--- src/rtl/addsub_pkg.sv ---
// addsub_pkg: shared types and constants for addsub_serial (saturation helpers under ADDSUB_SAT_EN)
package addsub_pkg;
  typedef enum logic [1:0] {IDLE, RUN, DONE} state_t;
  typedef struct packed {
    logic cout;
    logic ovr;
    logic zero;
    logic neg;
  } flags_t;
`ifdef ADDSUB_SAT_EN
  function automatic logic [63:0] sat_max(input int w);
    return (64'd1 << (w - 1)) - 64'd1;
  endfunction
  function automatic logic [63:0] sat_min(input int w);
    return 64'd1 << (w - 1);
  endfunction
`endif
endpackage

--- src/rtl/addsub_digit.sv ---
// addsub_digit: combinational DIGIT-bit adder also exposing the carry into its top bit
module addsub_digit #(
  parameter int DIGIT = 2
) (
  input  logic [DIGIT-1:0] a,
  input  logic [DIGIT-1:0] b,
  input  logic             cin,
  output logic [DIGIT-1:0] sum,
  output logic             cout,
  output logic             c_msb
);
  assign {cout, sum} = {1'b0, a} + {1'b0, b} + {{DIGIT{1'b0}}, cin};
  assign c_msb = sum[DIGIT-1] ^ a[DIGIT-1] ^ b[DIGIT-1];
endmodule

--- src/rtl/addsub_serial.sv ---
// addsub_serial: digit-serial two's-complement add/sub with valid/ready handshakes.
// Define ADDSUB_SAT_EN to saturate r on signed overflow.
module addsub_serial
  import addsub_pkg::*;
#(
  parameter int WIDTH = 8,
  parameter int DIGIT = 2
) (
  input  logic             clk,
  input  logic             rst_n,
  input  logic             in_valid,
  output logic             in_ready,
  input  logic [WIDTH-1:0] a,
  input  logic [WIDTH-1:0] b,
  input  logic             sub,
  output logic             out_valid,
  input  logic             out_ready,
  output logic [WIDTH-1:0] r,
  output logic             cout,
  output logic             ovr,
  output logic             zero,
  output logic             neg
);
  localparam int N  = WIDTH / DIGIT;
  localparam int CW = N > 1 ? $clog2(N) : 1;
  generate
    if (WIDTH < 2 || DIGIT < 1 || WIDTH % DIGIT != 0) begin : g_bad_cfg
      $error("addsub_serial: WIDTH must be >= 2 and a multiple of DIGIT");
    end
  endgenerate
`ifdef ADDSUB_SAT_EN
  localparam logic [WIDTH-1:0] SMAX = WIDTH'(sat_max(WIDTH));
  localparam logic [WIDTH-1:0] SMIN = WIDTH'(sat_min(WIDTH));
`endif
  state_t           state, nxt;
  logic [WIDTH-1:0] a_sh, b_sh, r_sh, r_nx, r_fin;
  logic [DIGIT-1:0] sum;
  logic [CW-1:0]    cnt;
  logic             carry, dc, dm, ov, last;
  flags_t           fl;
  addsub_digit #(.DIGIT(DIGIT)) u_digit (
    .a    (a_sh[DIGIT-1:0]),
    .b    (b_sh[DIGIT-1:0]),
    .cin  (carry),
    .sum  (sum),
    .cout (dc),
    .c_msb(dm)
  );
  always_comb begin
    last = cnt == CW'(N - 1);
    r_nx = (r_sh >> DIGIT) | (WIDTH'(sum) << (WIDTH - DIGIT));
    ov   = dm ^ dc;
`ifdef ADDSUB_SAT_EN
    // raw MSB set on overflow means two positives wrapped negative
    r_fin = ov ? (r_nx[WIDTH-1] ? SMAX : SMIN) : r_nx;
`else
    r_fin = r_nx;
`endif
  end
  always_ff @(posedge clk or negedge rst_n)
    if (!rst_n) state <= IDLE;
    else        state <= nxt;
  always_comb
    nxt = state == IDLE ? (in_valid ? RUN : IDLE) :
          state == RUN  ? (last ? DONE : RUN) :
                          (out_ready ? IDLE : DONE);
  always_comb begin
    in_ready  = state == IDLE;
    out_valid = state == DONE;
    cout      = fl.cout;
    ovr       = fl.ovr;
    zero      = fl.zero;
    neg       = fl.neg;
  end
  always_ff @(posedge clk or negedge rst_n) begin
    if (!rst_n) begin
      a_sh  <= '0;
      b_sh  <= '0;
      r_sh  <= '0;
      carry <= 1'b0;
      cnt   <= '0;
      r     <= '0;
      fl    <= '0;
    end else if (state == IDLE && in_valid) begin
      a_sh  <= a;
      b_sh  <= b ^ {WIDTH{sub}};
      carry <= sub;
      cnt   <= '0;
    end else if (state == RUN) begin
      a_sh  <= a_sh >> DIGIT;
      b_sh  <= b_sh >> DIGIT;
      r_sh  <= r_nx;
      carry <= dc;
      cnt   <= cnt + CW'(1);
      if (last) begin
        r  <= r_fin;
        fl <= {dc, ov, ~|r_fin, r_fin[WIDTH-1]};
      end
    end
  end
endmodule
--- config.mk ---
export PLATFORM = sky130hd
export DESIGN_NAME = addsub_serial
export DESIGN_NICKNAME = d
export VERILOG_FILES = /design/src/rtl/addsub_pkg.sv /design/src/rtl/addsub_digit.sv /design/src/rtl/addsub_serial.sv
export SDC_FILE = /design/constraint.sdc
export NUM_CORES = 1
export LEC_CHECK = 0
export CORE_UTILIZATION = 46
export CTS_BUF_LIST = sky130_fd_sc_hd__clkbuf_16
export CTS_CLUSTER_SIZE = 12
export DETAILED_ROUTE_END_ITERATION = 10
export GPL_ROUTABILITY_DRIVEN = 0
export PLACE_DENSITY = 0.75
export SYNTH_ARGS = -nofsm -noshare
export SYNTH_HDL_FRONTEND = slang
export SYNTH_HIERARCHICAL = 1
export SYNTH_SLANG_ARGS = --single-unit
--- constraint.sdc ---
create_clock -name clk -period 2.12 [get_ports clk]
set_input_delay 0.212 -clock clk [delete_from_list [all_inputs] [get_ports clk]]
set_output_delay 0.212 -clock clk [all_outputs]
set_load 0.1 [all_outputs]
# Yosys cells after proc, flatten, opt, wreduce, memory -nomap -nowiden
# Cells that the tools add are included.
# classes
n_reduce_logical	7
n_mux	13
add_sub_neg	3
eq_ne	3
n_bitwise	6
# ops
operator	n
$mux W8	4
$mux W2	6
$or A6 B8 Y8	1
$reduce_or A8 Y1	1
$xor A8 B8 Y8	1
$eq A2 B2 Y1 const B	2
$add A2 B2 Y3	1
$add A3 B1 Y3	1
$mux W1	3
$reduce_and A3 Y1	1
$xor A1 B1 Y1	3
$add A2 B1 Y2 const B	1
$eq A2 B1 Y1 const B	1
$logic_not A2 Y1	1
$reduce_and A2 Y1	1
$reduce_bool A2 Y1	1
$logic_and A1 B1 Y1	1
$logic_not A1 Y1	1
$not A1 Y1	1
# totals
regBits	41
input_bits	21
word_cells	43

# Longest topological paths before layout
# depth
word_depth	5
depth_mapped	7
mapped_depth_nobuf	7

# Modules after synthesis
# The synthesis kept the hierarchy.
# modules_own_cells
module	n_inst	cells_per_inst	area_per_inst_um2
addsub_serial	1	160	1670.4
addsub_digit	1	11	92.6

# Least setup slack after synthesis
# No wires, ideal clock.
# synth_path
path_kind	reg-to-reg
start	reg a_sh[0]
end	reg fl (netlist bit ovr)
t_arrival_ps	1926
period_less_slack_ps	2009
setup_ps	83
setup_slack_ps	111
stages_incl_launch_ff	7
cell_sequence	dfrtp_1 > inv_1 > fa_1 > fa_1 > xnor3_1 > xnor2_1 > o21ai_0
# synth_via
elab_chain_cells	5
# synth_rtl
item	line_no	text
start, declared	addsub_serial.sv:36	logic [WIDTH-1:0] a_sh, b_sh, r_sh, r_nx, r_fin;
start signal, assigned	addsub_serial.sv:90	a_sh <= a_sh >> DIGIT;
$add A2 B2 Y3	addsub_digit.sv:12	assign {cout, sum} = {1'b0, a} + {1'b0, b} + {{DIGIT{1'b0}}, cin};
$add A3 B1 Y3	addsub_digit.sv:12	
$xor A1 B1 Y1 (2 in a row)	addsub_digit.sv:13	assign c_msb = sum[DIGIT-1] ^ a[DIGIT-1] ^ b[DIGIT-1];
net dm	addsub_serial.sv:39	logic carry, dc, dm, ov, last;
$xor A1 B1 Y1	addsub_serial.sv:52	ov = dm ^ dc;
end signal, assigned	addsub_serial.sv:97	fl <= {dc, ov, ~|r_fin, r_fin[WIDTH-1]};
end, declared	addsub_serial.sv:40	flags_t fl;
# The timed path passes the listed nets, and every way through them passes these cells.
# A chain may end at the register's enable or synchronous reset.

# Worst setup path in the final report
# Ends and elaborated chain as after synthesis.

==> results.json <==
{
  "yosysMostFrequentCell": "nand2_1",
  "maxSlewViolCount": 0,
  "hold_viol_final": 0,
  "cp.depth": 6,
  "synthDistinctLibCells": 30,
  "ctsHoldBuffers": 0,
  "cts-htree-levels": 2,
  "cp_cell_sequence": "inv_1 > fa_1 > fa_1 > xnor3_1 > xnor2_1 > o21ai_0",
  "core_mm2": 0.00366,
  "crit_slowest_cell": "fa_1",
  "crit_type": "register to register",
  "cp_max_fo": 2,
  "synthTopCellsByCount": "nand2_1, dfrtp_1, nor2_1",
  "cts_sinks": 38,
  "crit_arrival_ns": 2.08,
  "setup_tns_ns": 0,
  "status": "finished, final reports clean",
  "drive_gt1_share_pct": 17.6,
  "synth_area_leaders": "dfrtp_1, nand2_1, mux2_2, xnor2_1, buf_6",
  "postSynthAreaPerCell_um2": 10.3,
  "antenna_cells": 0,
  "final_area_mm2": 0.00221,
  "synth_cells": 171,
  "path_buf_inv": 1,
  "route.detailed.vias_per_inst": 5.09,
  "vias": 1287,
  "fin_cells": 253,
  "route.detailed.drc": 0,
  "first_pass_iters": 4,
  "post_dp_cell_area_mm2": 0.00207,
  "max_clock_freq_mhz": 512,
  "die-height_um": 63.9,
  "worstSetupStartpointType": "register",
  "ys_async_sr_fraction_pct": 100,
  "ios": 35,
  "final_core_util_pct": 60.4,
  "clockBufferDepth": 2,
  "antenna_found_initial": 0,
  "overflow": 0,
  "grt_usage_pct": 19.3,
  "routed_wl_um": 3320,
  "rr_worst_depth": 6,
  "fin_skew_ns": 0.00249,
  "cts_tree": "yes",
  "grt_pass1_wl_um": 5800,
  "cts_root_buf": "clkbuf_16",
  "syn-num-nets": 195,
  "drt-initial-drc-count": 63,
  "route.antenna.remaining_nets": 0,
  "synth_seq_area_share_pct": 53.9,
  "tightestPinTransition_ns": 0.817,
  "crit_top_cell": "fa_1",
  "synth_warnings": 6,
  "synth.ff_latch_count": 38,
  "die_w_um": 63.9,
  "avgRoutedWirePerCell_um": 13.1,
  "start_util_pct": 48.2,
  "grt_pass1_vias": 1264,
  "crit_required_ns": 2.25,
  "setup_viol": 0,
  "period_minus_slack_ns": 1.95,
  "endpoint_kind": "register",
  "fin_nets": 229,
  "grt_max_degree": 39,
  "cts-buffers-inserted": 5,
  "yosysTopAreaCell": "dfrtp_1",
  "clk_latency_ns": 0.28,
  "fin_crit_sh_pct": 92.2,
  "fp.dieArea_mm2": 0.00408,
  "slowest_delay_ns": 0.52,
  "synth-edff-count": 0,
  "rows": 22,
  "worst_path_dominant_cell_family": "adder cells",
  "clk_pin_slew_ns": 0.05,
  "hold_path.class": "primary input to asynchronous set/reset pin",
  "rsz0062_at_grt": "false",
  "dp_hpwl_um": 2390,
  "maxSlewHeadroom_pct": 45.5,
  "maxCapViolCount": 0,
  "area_growth_pct": 25.5,
  "yosysTopAreaCellShare_pct": 53.9,
  "synthesis.area_mm2": 0.00176,
  "dp.cells": 246,
  "yosys_most_used_dff": "dfrtp_1",
  "io_buffers": 34
}
[layout make-up]
type,instances,area (um2)
clock buffer,5,125
clock inverter,2,7.51
fill,332,1450
inverter,9,33.8
multi-input combinational,113,704
sequential,38,951
tap,48,60.1
timing repair buffer,38,330
[cell families (layout without fill, tap and decap cells)]
kind of cell / Yosys count / count (layout) / share of synthesized area [%]
compound gates: 21 / 21 / 8.30
xor+xnor: 10 / 10 / 5.75
fa+ha+maj: 3 / 3 / 2.98
buf+inv: 20 / 54 / 6.46
flops: 38 / 38 / 53.9
mux: 9 / 9 / 5.75
simple gates: 70 / 70 / 16.8
[state kept, by name, summed over array words and instances (netlist names)]
name   cells
a_sh       8
b_sh       8
carry      1
cnt        2
cout       1
ovr        1
r          8
r_sh       6
state      2
zero       1
[layer usage]
metal | global-route usage [%] | wire length (um)
met3 | 6.25 | 156
met4 | 10.2 | 73
met1 | 22.6 | 1380
met2 | 31.5 | 1710
met5 | 0 | 0
[cell usage in the layout (no fill, tap or decap), drive strengths merged, types with 2 or more instances in the layout]
cell type | netlist | routed
o21ai | 7 | 7
nor4 | 2 | 2
clkdlybuf4s50 | 0 | 19
mux2 | 9 | 9
nor2 | 12 | 12
inv | 9 | 11
dfrtp | 38 | 38
fa | 2 | 2
clkbuf | 3 | 5
a22oi | 3 | 3
buf | 8 | 19
nand3 | 5 | 5
nand2 | 46 | 46
xor2 | 2 | 2
a221o | 4 | 4
a31oi | 6 | 6
xnor2 | 7 | 7
[metrics by stage]
| step | setup WS [ns] | hold slack [ns] |
|---|---|---|
| 2_1_floorplan | 0.111 | -0.0836 |
| 3_3_place_gp | 0.0551 | 0.344 |
| 3_5_place_dp | -0.00263 | 0.357 |
| 4_1_cts | 0.141 | 0.0608 |
| 5_1_grt | 0.0245 | 0.0957 |
| 6_report | 0.166 | 0.0348 |
[worst paths after layout]
kind / slack (ns) / end / startpoint
min in group clk: 0.46 / a_sh[6]$_DFFE_PN0P_ / a[6]
max in group asynchronous: 1.57 / b_sh[2]$_DFFE_PN0P_ / rst_n
worst max register to register: 0.17 / ovr$_DFFE_PN0P_ / a_sh[0]$_DFFE_PN0P_
worst min-delay path: 0.03 / r[2]$_DFFE_PN0P_ / rst_n
worst max-delay path: 0.17 / ovr$_DFFE_PN0P_ / a_sh[0]$_DFFE_PN0P_
worst min register to register: 0.48 / carry$_DFFE_PN0P_ / carry$_DFFE_PN0P_
[repair_timing]
action                                  CTS  global route
buffers inserted                          0             0
pin swaps                                 1             0
endpoints found under the setup margin    1             1
resized for setup                         0             1
Power is not shown: default switching activity piles up to over one toggle a cycle in this logic, so the estimate is an artifact.
